<file path="src/rtl/axi_arb_pkg.sv">
// Purpose: shared slave indices, write-path address map and route-state encoding.
// Latency: n/a (definitions only).
// Backpressure: n/a.
package axi_arb_pkg;

    // Number of address-mapped slaves. DEFAULT sits just above them.
    localparam int MAP_SLAVES = 6;

    localparam logic [2:0] S_ROM     = 3'd0;
    localparam logic [2:0] S_IM      = 3'd1;
    localparam logic [2:0] S_DM      = 3'd2;
    localparam logic [2:0] S_WDT     = 3'd3;
    localparam logic [2:0] S_DMA     = 3'd4;
    localparam logic [2:0] S_DRAM    = 3'd5;
    localparam logic [2:0] S_DEFAULT = 3'd6;

    // Inclusive ranges. Entry i belongs to slave index i.
    localparam logic [MAP_SLAVES-1:0][31:0] MAP_BASE = {
        32'h2000_0000, 32'h1002_0000, 32'h1001_0000,
        32'h0002_0000, 32'h0001_0000, 32'h0000_0000
    };
    localparam logic [MAP_SLAVES-1:0][31:0] MAP_LIMIT = {
        32'h201F_FFFF, 32'h1002_03FF, 32'h1001_03FF,
        32'h0002_FFFF, 32'h0001_FFFF, 32'h0000_3FFF
    };

    typedef enum logic [1:0] {IDLE, ADDR, DATA, RESP} warb_state_e;

    // Returns the slave owning addr; anything outside the map goes to DEFAULT.
    function automatic logic [2:0] addr_decode(input logic [31:0] addr);
        logic [2:0] idx;
        idx = S_DEFAULT;
        for (int i = 0; i < MAP_SLAVES; i++) begin
            if (addr >= MAP_BASE[i] && addr <= MAP_LIMIT[i]) begin
                idx = 3'(i);
            end
        end
        return idx;
    endfunction

endpackage

</file>
<file path="src/rtl/rr_arbiter.sv">
// Purpose: picks one requester out of N; round-robin, or fixed priority with WARB_FIXED_PRIO_EN.
// Latency: combinational grant; pointer updates on the clock edge after an accepted grant.
// Backpressure: pointer only moves when advance is high and a grant exists.
module rr_arbiter #(
    parameter int N = 3,
    localparam int IW = (N > 1) ? $clog2(N) : 1
) (
    input  logic          clk,
    input  logic          rst_n,
    input  logic [N-1:0]  req,
    input  logic          advance,
    output logic [IW-1:0] grant_idx,
    output logic          any_grant
);

`ifdef WARB_FIXED_PRIO_EN
    // Lowest requesting index wins; scan high to low so the last hit is the lowest.
    always_comb begin
        grant_idx = '0;
        any_grant = |req;
        for (int i = N - 1; i >= 0; i--) begin
            if (req[i]) grant_idx = IW'(i);
        end
    end
`else
    logic [IW-1:0] ptr;

    // First requester at or after the pointer, wrapping around.
    always_comb begin
        int j;
        j         = 0;
        grant_idx = '0;
        any_grant = 1'b0;
        for (int i = 0; i < N; i++) begin
            j = int'(ptr) + i;
            if (j >= N) j = j - N;
            if (!any_grant && req[IW'(j)]) begin
                any_grant = 1'b1;
                grant_idx = IW'(j);
            end
        end
    end

    // Pointer lands just past the winner so it has lowest priority next time.
    always_ff @(posedge clk or negedge rst_n) begin
        if (!rst_n) begin
            ptr <= '0;
        end else if (advance && any_grant) begin
            ptr <= (grant_idx == IW'(N - 1)) ? '0 : grant_idx + 1'b1;
        end
    end
`endif

endmodule

</file>
<file path="src/rtl/axi_write_arbiter.sv">
// Purpose: per-slave write route scheduler driving SWIdx/MWIdx; WARB_FIXED_PRIO_EN selects fixed priority.
// Latency: 1 cycle from AWVALID_M to registered route select; route held until B handshake.
// Backpressure: waits on AW, W(last) and B handshakes; busy masters and non-idle slaves get no grant.
module axi_write_arbiter
    import axi_arb_pkg::*;
#(
    parameter int NUM_M     = 3,
    parameter int NUM_S     = 6,
    parameter int MIDX_BITS = 3,
    parameter int SIDX_BITS = 2
) (
    input  logic                                ACLK,
    input  logic                                ARESETn,
    input  logic [NUM_M-1:0]                    AWVALID_M,
    input  logic [NUM_M-1:0][31:0]              AWADDR_M,
    input  logic [NUM_S:0]                      AWVALID_S,
    input  logic [NUM_S:0]                      AWREADY_S,
    input  logic [NUM_S:0]                      WVALID_S,
    input  logic [NUM_S:0]                      WREADY_S,
    input  logic [NUM_S:0]                      WLAST_S,
    input  logic [NUM_S:0]                      BVALID_S,
    input  logic [NUM_S:0]                      BREADY_S,
    output logic [NUM_S:0][SIDX_BITS-1:0]       SWIdx,
    output logic [NUM_M-1:0][MIDX_BITS-1:0]     MWIdx
);

    localparam int NS = NUM_S + 1;
    localparam int GW = (NUM_M > 1) ? $clog2(NUM_M) : 1;
    localparam logic [SIDX_BITS-1:0] NO_M = SIDX_BITS'(NUM_M);
    localparam logic [MIDX_BITS-1:0] NO_S = MIDX_BITS'(NUM_S + 1);

    logic [NUM_M-1:0][MIDX_BITS-1:0] dec;
    logic [NUM_M-1:0]                busy;
    logic [NS-1:0][NUM_M-1:0]        req;
    logic [NS-1:0]                   advance;
    logic [NS-1:0][GW-1:0]           gnt_idx;
    logic [NS-1:0]                   gnt_any;

    warb_state_e                     state_q [NS];
    warb_state_e                     state_d [NS];
    logic [NS-1:0][SIDX_BITS-1:0]    swidx_d;
    logic [NUM_M-1:0][MIDX_BITS-1:0] mwidx_d;

    // Decode each master's target; a master holding a route is busy everywhere.
    always_comb begin
        for (int m = 0; m < NUM_M; m++) begin
            dec[m]  = MIDX_BITS'(addr_decode(AWADDR_M[m]));
            busy[m] = (MWIdx[m] != NO_S);
        end
    end

    // Requests per slave: only idle slaves see requests, only free masters make them.
    always_comb begin
        for (int s = 0; s < NS; s++) begin
            advance[s] = (state_q[s] == IDLE);
            for (int m = 0; m < NUM_M; m++) begin
                req[s][m] = AWVALID_M[m] && (dec[m] == MIDX_BITS'(s)) && !busy[m]
                            && (state_q[s] == IDLE);
            end
        end
    end

    for (genvar gs = 0; gs < NS; gs++) begin : g_arb
        rr_arbiter #(.N(NUM_M)) u_arb (
            .clk       (ACLK),
            .rst_n     (ARESETn),
            .req       (req[gs]),
            .advance   (advance[gs]),
            .grant_idx (gnt_idx[gs]),
            .any_grant (gnt_any[gs])
        );
    end

    // Route FSM per slave: grant, then follow AW, W-last and B handshakes back to idle.
    always_comb begin
        swidx_d = SWIdx;
        mwidx_d = MWIdx;
        for (int s = 0; s < NS; s++) begin
            state_d[s] = state_q[s];
            case (state_q[s])
                IDLE: begin
                    if (gnt_any[s]) begin
                        state_d[s]          = ADDR;
                        swidx_d[s]          = SIDX_BITS'(gnt_idx[s]);
                        mwidx_d[gnt_idx[s]] = MIDX_BITS'(s);
                    end
                end
                ADDR: begin
                    if (AWVALID_S[s] && AWREADY_S[s]) state_d[s] = DATA;
                end
                DATA: begin
                    if (WVALID_S[s] && WREADY_S[s] && WLAST_S[s]) state_d[s] = RESP;
                end
                RESP: begin
                    if (BVALID_S[s] && BREADY_S[s]) begin
                        state_d[s]                 = IDLE;
                        swidx_d[s]                 = NO_M;
                        mwidx_d[SWIdx[s][GW-1:0]]  = NO_S;
                    end
                end
                default: state_d[s] = IDLE;
            endcase
        end
    end

    // Register states and route selects; reset drops every route immediately.
    always_ff @(posedge ACLK or negedge ARESETn) begin
        if (!ARESETn) begin
            for (int s = 0; s < NS; s++) begin
                state_q[s] <= IDLE;
                SWIdx[s]   <= NO_M;
            end
            for (int m = 0; m < NUM_M; m++) begin
                MWIdx[m] <= NO_S;
            end
        end else begin
            for (int s = 0; s < NS; s++) begin
                state_q[s] <= state_d[s];
            end
            SWIdx <= swidx_d;
            MWIdx <= mwidx_d;
        end
    end

endmodule

</file>
<file path="config.mk">
export PLATFORM = sky130hd
export DESIGN_NAME = axi_write_arbiter
export DESIGN_NICKNAME = d
export VERILOG_FILES = /design/src/rtl/axi_arb_pkg.sv /design/src/rtl/rr_arbiter.sv /design/src/rtl/axi_write_arbiter.sv
export SDC_FILE = /design/constraint.sdc
export NUM_CORES = 1
export LEC_CHECK = 0
export ABC_AREA = 1
export BUFFER_PORTS_ARGS = -buffer_cell sky130_fd_sc_hd__buf_2
export CORE_MARGIN = 4
export CORE_UTILIZATION = 43
export DETAILED_ROUTE_END_ITERATION = 10
export MAX_ROUTING_LAYER = met4
export PLACE_DENSITY = 0.75
export RECOVER_POWER = 100
export SLEW_MARGIN = 25
export SYNTH_ARGS = -nofsm -noshare
export SYNTH_HDL_FRONTEND = slang
export SYNTH_SLANG_ARGS = --single-unit
</file>
<file path="constraint.sdc">
create_clock -name ACLK -period 2.7 [get_ports ACLK]
set_input_delay 0.54 -clock ACLK [delete_from_list [all_inputs] [get_ports ACLK]]
set_output_delay 0.54 -clock ACLK [all_outputs]
set_load 0.05 [all_outputs]
</file>
---- After elaboration in Yosys (flattened, before gate mapping) ----
Index checks and enable logic that the tools add are counted.
Widths: inputs -> output; s select.
operators by class
  magnitude comparators ................... 106
  $add $sub $neg .......................... 42
  mux-type cells .......................... 256
  div/mod/pow operators ................... 0
  multipliers ............................. 0
  eq/ne operators ......................... 77
  reductions and logical operators ........ 192
  shifts and indexed selects .............. 0
  bitwise logic cells ..................... 27
operator list
  cell                  count
  $ge 32x29->1 const B  6
  $le 32x29->1 const B  6
  $mux 2                91
  $logic_and 1x1->1     144
  $mux 9                14
  $pmux 9 s2            7
  $ge 32x1->1 const B   3
  $ge 32x17->1 const B  3
  $ge 32x18->1 const B  3
  $ge 32x30->1 const B  3
  $le 32x14->1 const B  3
  $le 32x17->1 const B  3
  $le 32x18->1 const B  3
  $le 32x30->1 const B  3
  $mux 3                32
  $demux 3 s2           14
  $lt 2x4->1 const B    21
  $mux 1                63
  $or 9x9->9            7
  $ne 2x2->1 const B    28
  $pmux 2 s4            7
  $bmux 1 s2            21
  $eq 2x2->1 const B    21
  $ge 3x2->1 const B    14
  28 further kinds      180
storage, ports and cells
  bits in latches ......................... 0
  input bits .............................. 150
  memories kept ........................... 0
  bits in writable memories ............... 0
  bits in registers ....................... 51
  logic and storage cells ................. 724
  output and inout port bits .............. 23
  ROM bits ................................ 0

---- Logic depth before layout (Yosys ltp) ----
Gate-level depths: netlist of run 1.
  depth in word-level cells ............... 48
  gate-level depth with buffers ........... 30
  gate-level depth less buffers ........... 30

---- By module ----
Synthesis of run 1 repeated with hierarchy kept, for this count alone.
second synthesis, totals
  cell total of the unflattened synthesis .. 1121
  area, all modules ....................... 6566.3 um^2
modules (own cells, without submodules)
  module                           sequential area each (um^2)  cells an instance  instances  area an instance (um^2)
  axi_write_arbiter                954.7                        730                1          4346.7
  rr_arbiter (g_arb[0].u_arb ...)  50.0                         55                 6          311.5
  rr_arbiter (g_arb[6].u_arb)      50.0                         61                 1          350.3

---- Worst setup path after synthesis of run 1 ----
No wires, ideal clock.
  path type ............................... register to register
  start point ............................. register MWIdx[2] in the netlist's numbering
  end point ............................... register MWIdx[1] in the netlist's numbering
  required time ........................... 2640 ps
  library setup time ...................... 60 ps
  cell stages (with the launch flop) ...... 25
  slack ................................... -64 ps
  data arrival time ....................... 2704 ps
  clock period less this slack ............ 2764 ps
  path buffers ............................ 0
  cells stage by stage .................... dfstp_2 > inv_2 > nor3_4 > inv_1 > nor3_2 > nand4_4 > nor2_1 > nor2_2 > o21ai_2 > nand2_2 > nand2_1 > nor2_1 > a21oi_1 > nand2_2 > nor2_4 > nand3_1 > nand2_1 > inv_2 > nand2_1 > nand2_1 > nand2_1 > nand2_1 > nand2_1 > nand2_1 > nand2_1
RTL lines
  item                      line                      source
  start: declaration        axi_write_arbiter.sv:24   output logic [NUM_M-1:0][MIDX_BITS-1:0] MWIdx
  start signal: assignment  axi_write_arbiter.sv:121  MWIdx <= mwidx_d;

==> flow_summary.toml, run 1 <==
[status]
status = "finished, violations left"
violations = "negative setup slack"

[power_and_ir_drop]
ir_worst_vdd_mv = 0.689
pwr-share-seq_pct = 13.7
powerDensity_nw_per_um2 = 962
power.leakage_nw = 5.48
swShare_pct = 54.5
combPwrFrac_pct = 79.5
pwr-share-clk_pct = 6.7
p_int_w = 0.00477
switching_power_w = 0.00572

[worst_setup_path]
crit_required_ns = 2.94
cp.arrival_ns = 3.35
rrSetupSlack_ns = -0.39
start_kind = "primary input"
timing.rr.start = "MWIdx[6]"
cp-end-kind = "flip-flop"
regToRegEndpoint = "MWIdx[0]"
cp-startpoint = "AWADDR_M[86]"
cp_max_fo = 7
reg2reg_depth = 21
crit_type = "primary input to flip-flop"
crit_path_end = "MWIdx[0]"

[sta]
fmax_mhz = 321
timing.final.crit_period_ns = 3.11
tns_ns = -6.36
hold_viol_final = 0
maxSlewHeadroom_pct = 35.4
drv_slew = 0
finalCritPeriodShare_pct = 115
finClkSkew_ns = 0.00787
worst_slack_ns = -0.414
worst_slew_pin_slew_ns = 0.970
rsz0062_at_grt = "yes"
setup_viol = 28

[die]
die_y_um = 134
die_area_um2 = 17900
fp-row-count = 45
initial_utilization_pct = 44.3
coreArea_um2 = 15400
num_io_pins = 173
die_w_um = 134

[yosys]
ys.flop_type = "dfrtp_1"
yosysUniqueCellTypes = 57
netlist_instances = 1119
async_reset_ff_share_pct = 100
postSynthAreaPerCell_um2 = 6.08
synthTopCellsByArea = "nand2_1 (15%), dfrtp_1 (10%), inv_1 (8.9%)"
yosys_warnings = 0
syn-num-nets = 1311
synth.top_cell.area_share_pct = 14.7
synth_edf_count = 0
synth_top_area_cell = "nand2_1"
synth.cell_area_um2 = 6810
synth_seq_cells = 51
ys_seq_area_share_pct = 19.2

[grt]
grt_overflow = 0
grt_use_total_pct = 26.1
grt_max_degree = 37
grt_antenna_before_repair = 0
grt_first_pass_wirelength_mm = 38.6
grt_pass1_vias = 8599

[placement]
port_buffers = 162
place_congestion = 0.953
post-dp-hpwl_mm = 18.2
preCtsSetupSlack_ns = -0.711

[cts]
clock_latency_ns = 0.30
cts_tree = "done"
clockBufferDepth = 2
numClockSinks = 51
htreeDepth = 2
numCtsBuffers = 5
path_clk_slew_ns = 0.07
root_buffer = "clkbuf_16"

[route]
wl_per_cell_um = 15.5
routed_wl_mm = 26.4
drcViolationCount = 0
ant_nets = 0
num_vias = 9319
first_pass_iters = 5
drtIter0Drc = 688
viasPerCell = 5.48

[finish]
antenna_cells = 0
fill_cells = 1142
nNetsFinal = 1682
areaGrowthSynthToFinish_pct = 60.2
drive_gt1_share_pct = 45.1

[min_path]
hp-class = "primary input to asynchronous set/reset pin"

[job]
cap_violations = 0
routing by layer:
layer | wire length [um] | global-route usage, % | vias up
met5 | 0 | - | -
met1 | 10200 | 31.3 | 4320
met3 | 1750 | 3.19 | 102
li1 | - | - | 4488
met2 | 13300 | 45.9 | 409
met4 | 1150 | 7.77 | 0
metrics by stage:
step	total power [W]	cells	area (um2)	util, %	hold WS, ns
finish	0.0105	1702	10900	71.0	0.365
global route	0.0112	1702	10900	71.0	0.442
CTS	0.00938	1678	9940	64.6	0.187
detailed placement	0.00809	1641	9050	58.9	0.503
global placement	0.00798	1641	9050	58.9	0.501
floorplan	0.00581	1119	6820	-	0.244
flip-flops by register name, indices dropped and copies added (netlist names):
register         count
MWIdx                9
SWIdx               14
g_arb.u_arb.ptr     14
state_q             14
how the worst min path moves through the flow:
stage | startpoint | to | slack, ns | cells past startpoint
final | ARESETn | state_q[8] | 0.37 | 1
after global routing | ARESETn | state_q[8] | 0.44 | 1
after CTS | ARESETn | state_q[8] | 0.19 | 1
after detailed placement | ARESETn | state_q[10] | 0.50 | 1
after global placement | ARESETn | g_arb[0].u_arb.ptr[0] | 0.50 | 1
after floorplan | ARESETn | g_arb[0].u_arb.ptr[0] | 0.24 | 0
layout by cell type, fill, tap and decap left out, types with 9 or more instances in the layout:
cell type and instances:
nand2_4 11, a21oi_2 14, inv_1 153, nand3_1 83
nor3_1 22, o21ai_2 22, nand2_2 49, buf_2 124
inv_2 19, ha_1 41, buf_4 184, o21a_1 9
clkbuf_1 25, nor2_4 44, dfrtp_1 28, nor3_2 10
dfstp_2 23, o21ai_0 36, nand2_1 221, o21ai_1 34
nor2_2 27, buf_6 36, a21oi_1 22, nand3_2 31
nor2_1 69, nand3_4 14, nand4_1 35
kinds of logic (layout without fill, tap and decap cells):
logic type                 Yosys count  in the layout  synth area share (%)
buffers and inverters              187            559                  10.3
muxes                                1              1                 0.147
AOI/OAI and AO/OA                  189            189                  16.8
adders and majority gates           42             42                  7.72
DFF                                 51             51                  19.2
and+or+nand+nor                    649            649                  45.8
critical path, stage by stage:
cell	delay (ns)
buf_6	0.10
nor2_4	0.13
nand2_4	0.08
nor2_4	0.19
nor2_2	0.06
nor2_2	0.15
nand3_4	0.14
buf_4	0.16
nor2_1	0.14
nand3_1	0.20
o21ai_2	0.22
nand2_2	0.12
inv_4	0.11
nor3b_2	0.06
nand2_1	0.08
nand2_2	0.11
nor2_4	0.15
nand3_2	0.08
nand2_2	0.08
inv_2	0.05
nand2_1	0.09
nand2_1	0.06
nand2_1	0.05
nand2_1	0.07
a21oi_2	0.14
Yosys cell counts (all sizes together), types with 4 or more instances:
master  number
a21boi       5
a21oi       38
a221o        5
a31oi        7
and3         4
clkbuf       5
dfrtp       28
dfstp       23
ha          42
inv        180
nand2      281
nand3      128
nand3b       5
nand4       38
nor2       140
nor3        38
nor4         8
o211ai       9
o21a        10
o21ai       95
o22ai        4
o31ai        4
what timing repair did:
item	in CTS	in global routing
gates resized for setup	130	228
setup buffers	29	26
hold buffers	0	0
setup endpoints to repair	35	45
pin swaps	68	108
power by group through the flow:
stage | logic [W] | registers [W] | clock network [W]
global route | 0.00903 | 0.00148 | 0.000736
CTS | 0.00725 | 0.00143 | 0.000705
floorplan | 0.00394 | 0.00187 | 0
global placement | 0.00655 | 0.00143 | 0
detailed placement | 0.00666 | 0.00143 | 0
finish | 0.00835 | 0.00144 | 0.000705
final cells by class:
| type | instances | area, um2 | share of cell area, % |
|---|---|---|---|
| clock buffer | 7 | 153 | 1.40 |
| multi-input combinational | 881 | 5950 | 54.6 |
| timing repair buffer | 371 | 2530 | 23.2 |
| clock inverter | 1 | 7.51 | 0.0688 |
| sequential | 51 | 1310 | 12.0 |
| inverter | 180 | 701 | 6.42 |
| tap | 211 | 264 | 2.42 |
Note: power is estimated with default switching activity, not from simulation.
==> run 2, diff against run 1 <==
CAP_MARGIN = 25   (was default)
HOLD_SLACK_MARGIN = 0.1   (was default)
PLACE_DENSITY = 0.73   (was 0.75)
clock period = 3.78 ns   (was 2.7 ns; I/O delays follow)
==> run 2 against run 1 <==
  * The flow finishes with violations (max-capacitance violations, max-slew violations)
  * Worst setup slack better by 0.68 ns
  * Core utilization decreased by 19 points
  * Highest routed layer unchanged
  * Die area did not move
  * Non-clock buffer count down 204
  * Cell area shrank 27%
  * Global-route usage decreased by 3.6 points
  * Sequential power down 26%
  * Clock power decreased by 25%
  * Worst hold slack better by 0.16 ns
  * Largest cell class unchanged
  * Routed wire length decreased by 24%
==> flow_summary.toml, run 2 (synthesized netlist as in run 1, its figures left out) <==
[status]
status = "finished, violations left"
violations = "max-capacitance violations, max-slew violations"

[sta]
timing.final.crit_period_ns = 3.52
finClkSkew_ns = 0.0107
finalCritPeriodShare_pct = 93.1
worst_slew_pin_slew_ns = 1.66
rsz0062_at_grt = "no"
setup_viol = 0
tns_ns = 0
fmax_mhz = 284
drv_slew = 29
hold_viol_final = 0
maxSlewHeadroom_pct = -10.7

[cts]
postCtsHoldBufs = 0
ctsResizeCount = 0
post_cts_buffers = 0
numCtsBuffers = 5
clockBufferDepth = 2
numClockSinks = 51
root_buffer = "clkbuf_16"
clock_latency_ns = 0.30
cts_tree = "done"
path_clk_slew_ns = 0.07
htreeDepth = 2

[finish]
top_regs = "SWIdx (14), g_arb.u_arb.ptr (14), state_q (14)"
final_cell_area_um2 = 7980
drive_gt1_share_pct = 19.8
nNetsFinal = 1478
final_util_pct = 51.9
areaGrowthSynthToFinish_pct = 17.2
fill_cells = 1625
antenna_cells = 0
layout_commonest_cell = "nand2_1"
final_cell_mix = "nand2_1 (268), inv_1 (166), buf_2 (138)"

[grt]
grt_use_total_pct = 22.5
grt_pass1_vias = 7266
grt_max_degree = 29
grt_overflow = 0
grt_first_pass_wirelength_mm = 33.2
grt_antenna_before_repair = 0

[worst_setup_path]
cp.arrival_ns = 3.75
cp-end-kind = "flip-flop"
crit_type = "primary input to flip-flop"
crit_required_ns = 4.02
start_kind = "primary input"
timing.rr.start = "MWIdx[1]"
cp-startpoint = "AWADDR_M[87]"
cp_max_fo = 8

[route]
wl_per_cell_um = 13.4
routed_wl_mm = 20.0
first_pass_iters = 5
viasPerCell = 5.31
drtIter0Drc = 530
drcViolationCount = 0
ant_nets = 0
num_vias = 7960

[min_path]
hp-class = "flip-flop to flip-flop"
hp-start = "g_arb[3].u_arb.ptr[1]"

[placement]
post_dp_cell_area_um2 = 7890
port_buffers = 162
place_congestion = 0.954
post-dp-hpwl_mm = 16.8

[power_and_ir_drop]
powerDensity_nw_per_um2 = 708
ir_worst_vdd_mv = 0.464
power.leakage_nw = 4.12

[die]
die_w_um = 134
die_area_um2 = 17900
die_y_um = 134
initial_utilization_pct = 44.3
fp-row-count = 45
coreArea_um2 = 15400
num_io_pins = 173

[job]
cap_violations = 1
==> run 2: critical path, stage by stage <==
cell	delay, ns
buf_2	0.10
nor2_1	0.13
nand2_1	0.14
nor2_4	0.21
nand4_1	0.14
nand3_2	0.11
nand3_1	0.19
nor2_1	0.16
nand4_1	0.29
o31ai_1	0.42
nor3_1	0.11
nand2_1	0.14
o211ai_1	0.10
o21ai_1	0.15
o211ai_1	0.17
o21ai_0	0.20
o21ai_0	0.13
nand2_1	0.10
==> run 2: final timing paths <==
| path | depth (start not counted) | slack, ns | to |
|---|---|---|---|
| worst max-delay path | 18 | 0.26 | MWIdx[2] |
| worst min-delay path | 2 | 0.52 | g_arb[3].u_arb.ptr[1] |
| worst max register to register | 17 | 0.51 | MWIdx[2] |
| worst min register to register | 2 | 0.52 | g_arb[3].u_arb.ptr[1] |
| max in group asynchronous | 2 | 1.36 | state_q[2] |
| min in group asynchronous | 1 | 0.87 | g_arb[0].u_arb.ptr[1] |
==> run 2: power by group <==
part	internal, W	switching, W	leakage, nW
Combinational	0.00128	0.00278	3.45
Sequential	0.000858	0.000206	0.578
Clock	0.000304	0.000226	0.0850
==> run 2: area by class of cell <==
type,count,area [um2],area share (%)
Inverter,180,676,8.47
Tap cell,211,264,3.31
Clock inverter,1,5.00,0.0627
Multi-Input combinational cell,881,4760,59.6
Sequential cell,51,1310,16.4
Clock buffer,7,164,2.05
Timing Repair Buffer,167,811,10.2
==> run 2: per-layer routing <==
| metal | global-route usage [%] | part of all wire, % | vias to the layer above |
|---|---|---|---|
| met4 | 3.71 | 1.1 | 0 |
| li1 | - | - | 4073 |
| met2 | 38.9 | 49 | 225 |
| met3 | 2.36 | 5.3 | 21 |
| met5 | - | 0 | - |
| met1 | 29.0 | 45 | 3641 |
==> run 2: stage by stage <==
stage / total power (W) / hold slack (ns) / cells / setup WS [ns]
after global routing: 0.00623 / 0.545 / 1498 / 0.00817
final: 0.00565 / 0.521 / 1498 / 0.262
after floorplan: 0.00415 / 0.460 / 1119 / 0.909
after global placement: 0.00508 / 0.499 / 1490 / 0.237
after CTS: 0.00567 / 0.513 / 1498 / 0.505
after detailed placement: 0.00513 / 0.504 / 1490 / 0.197
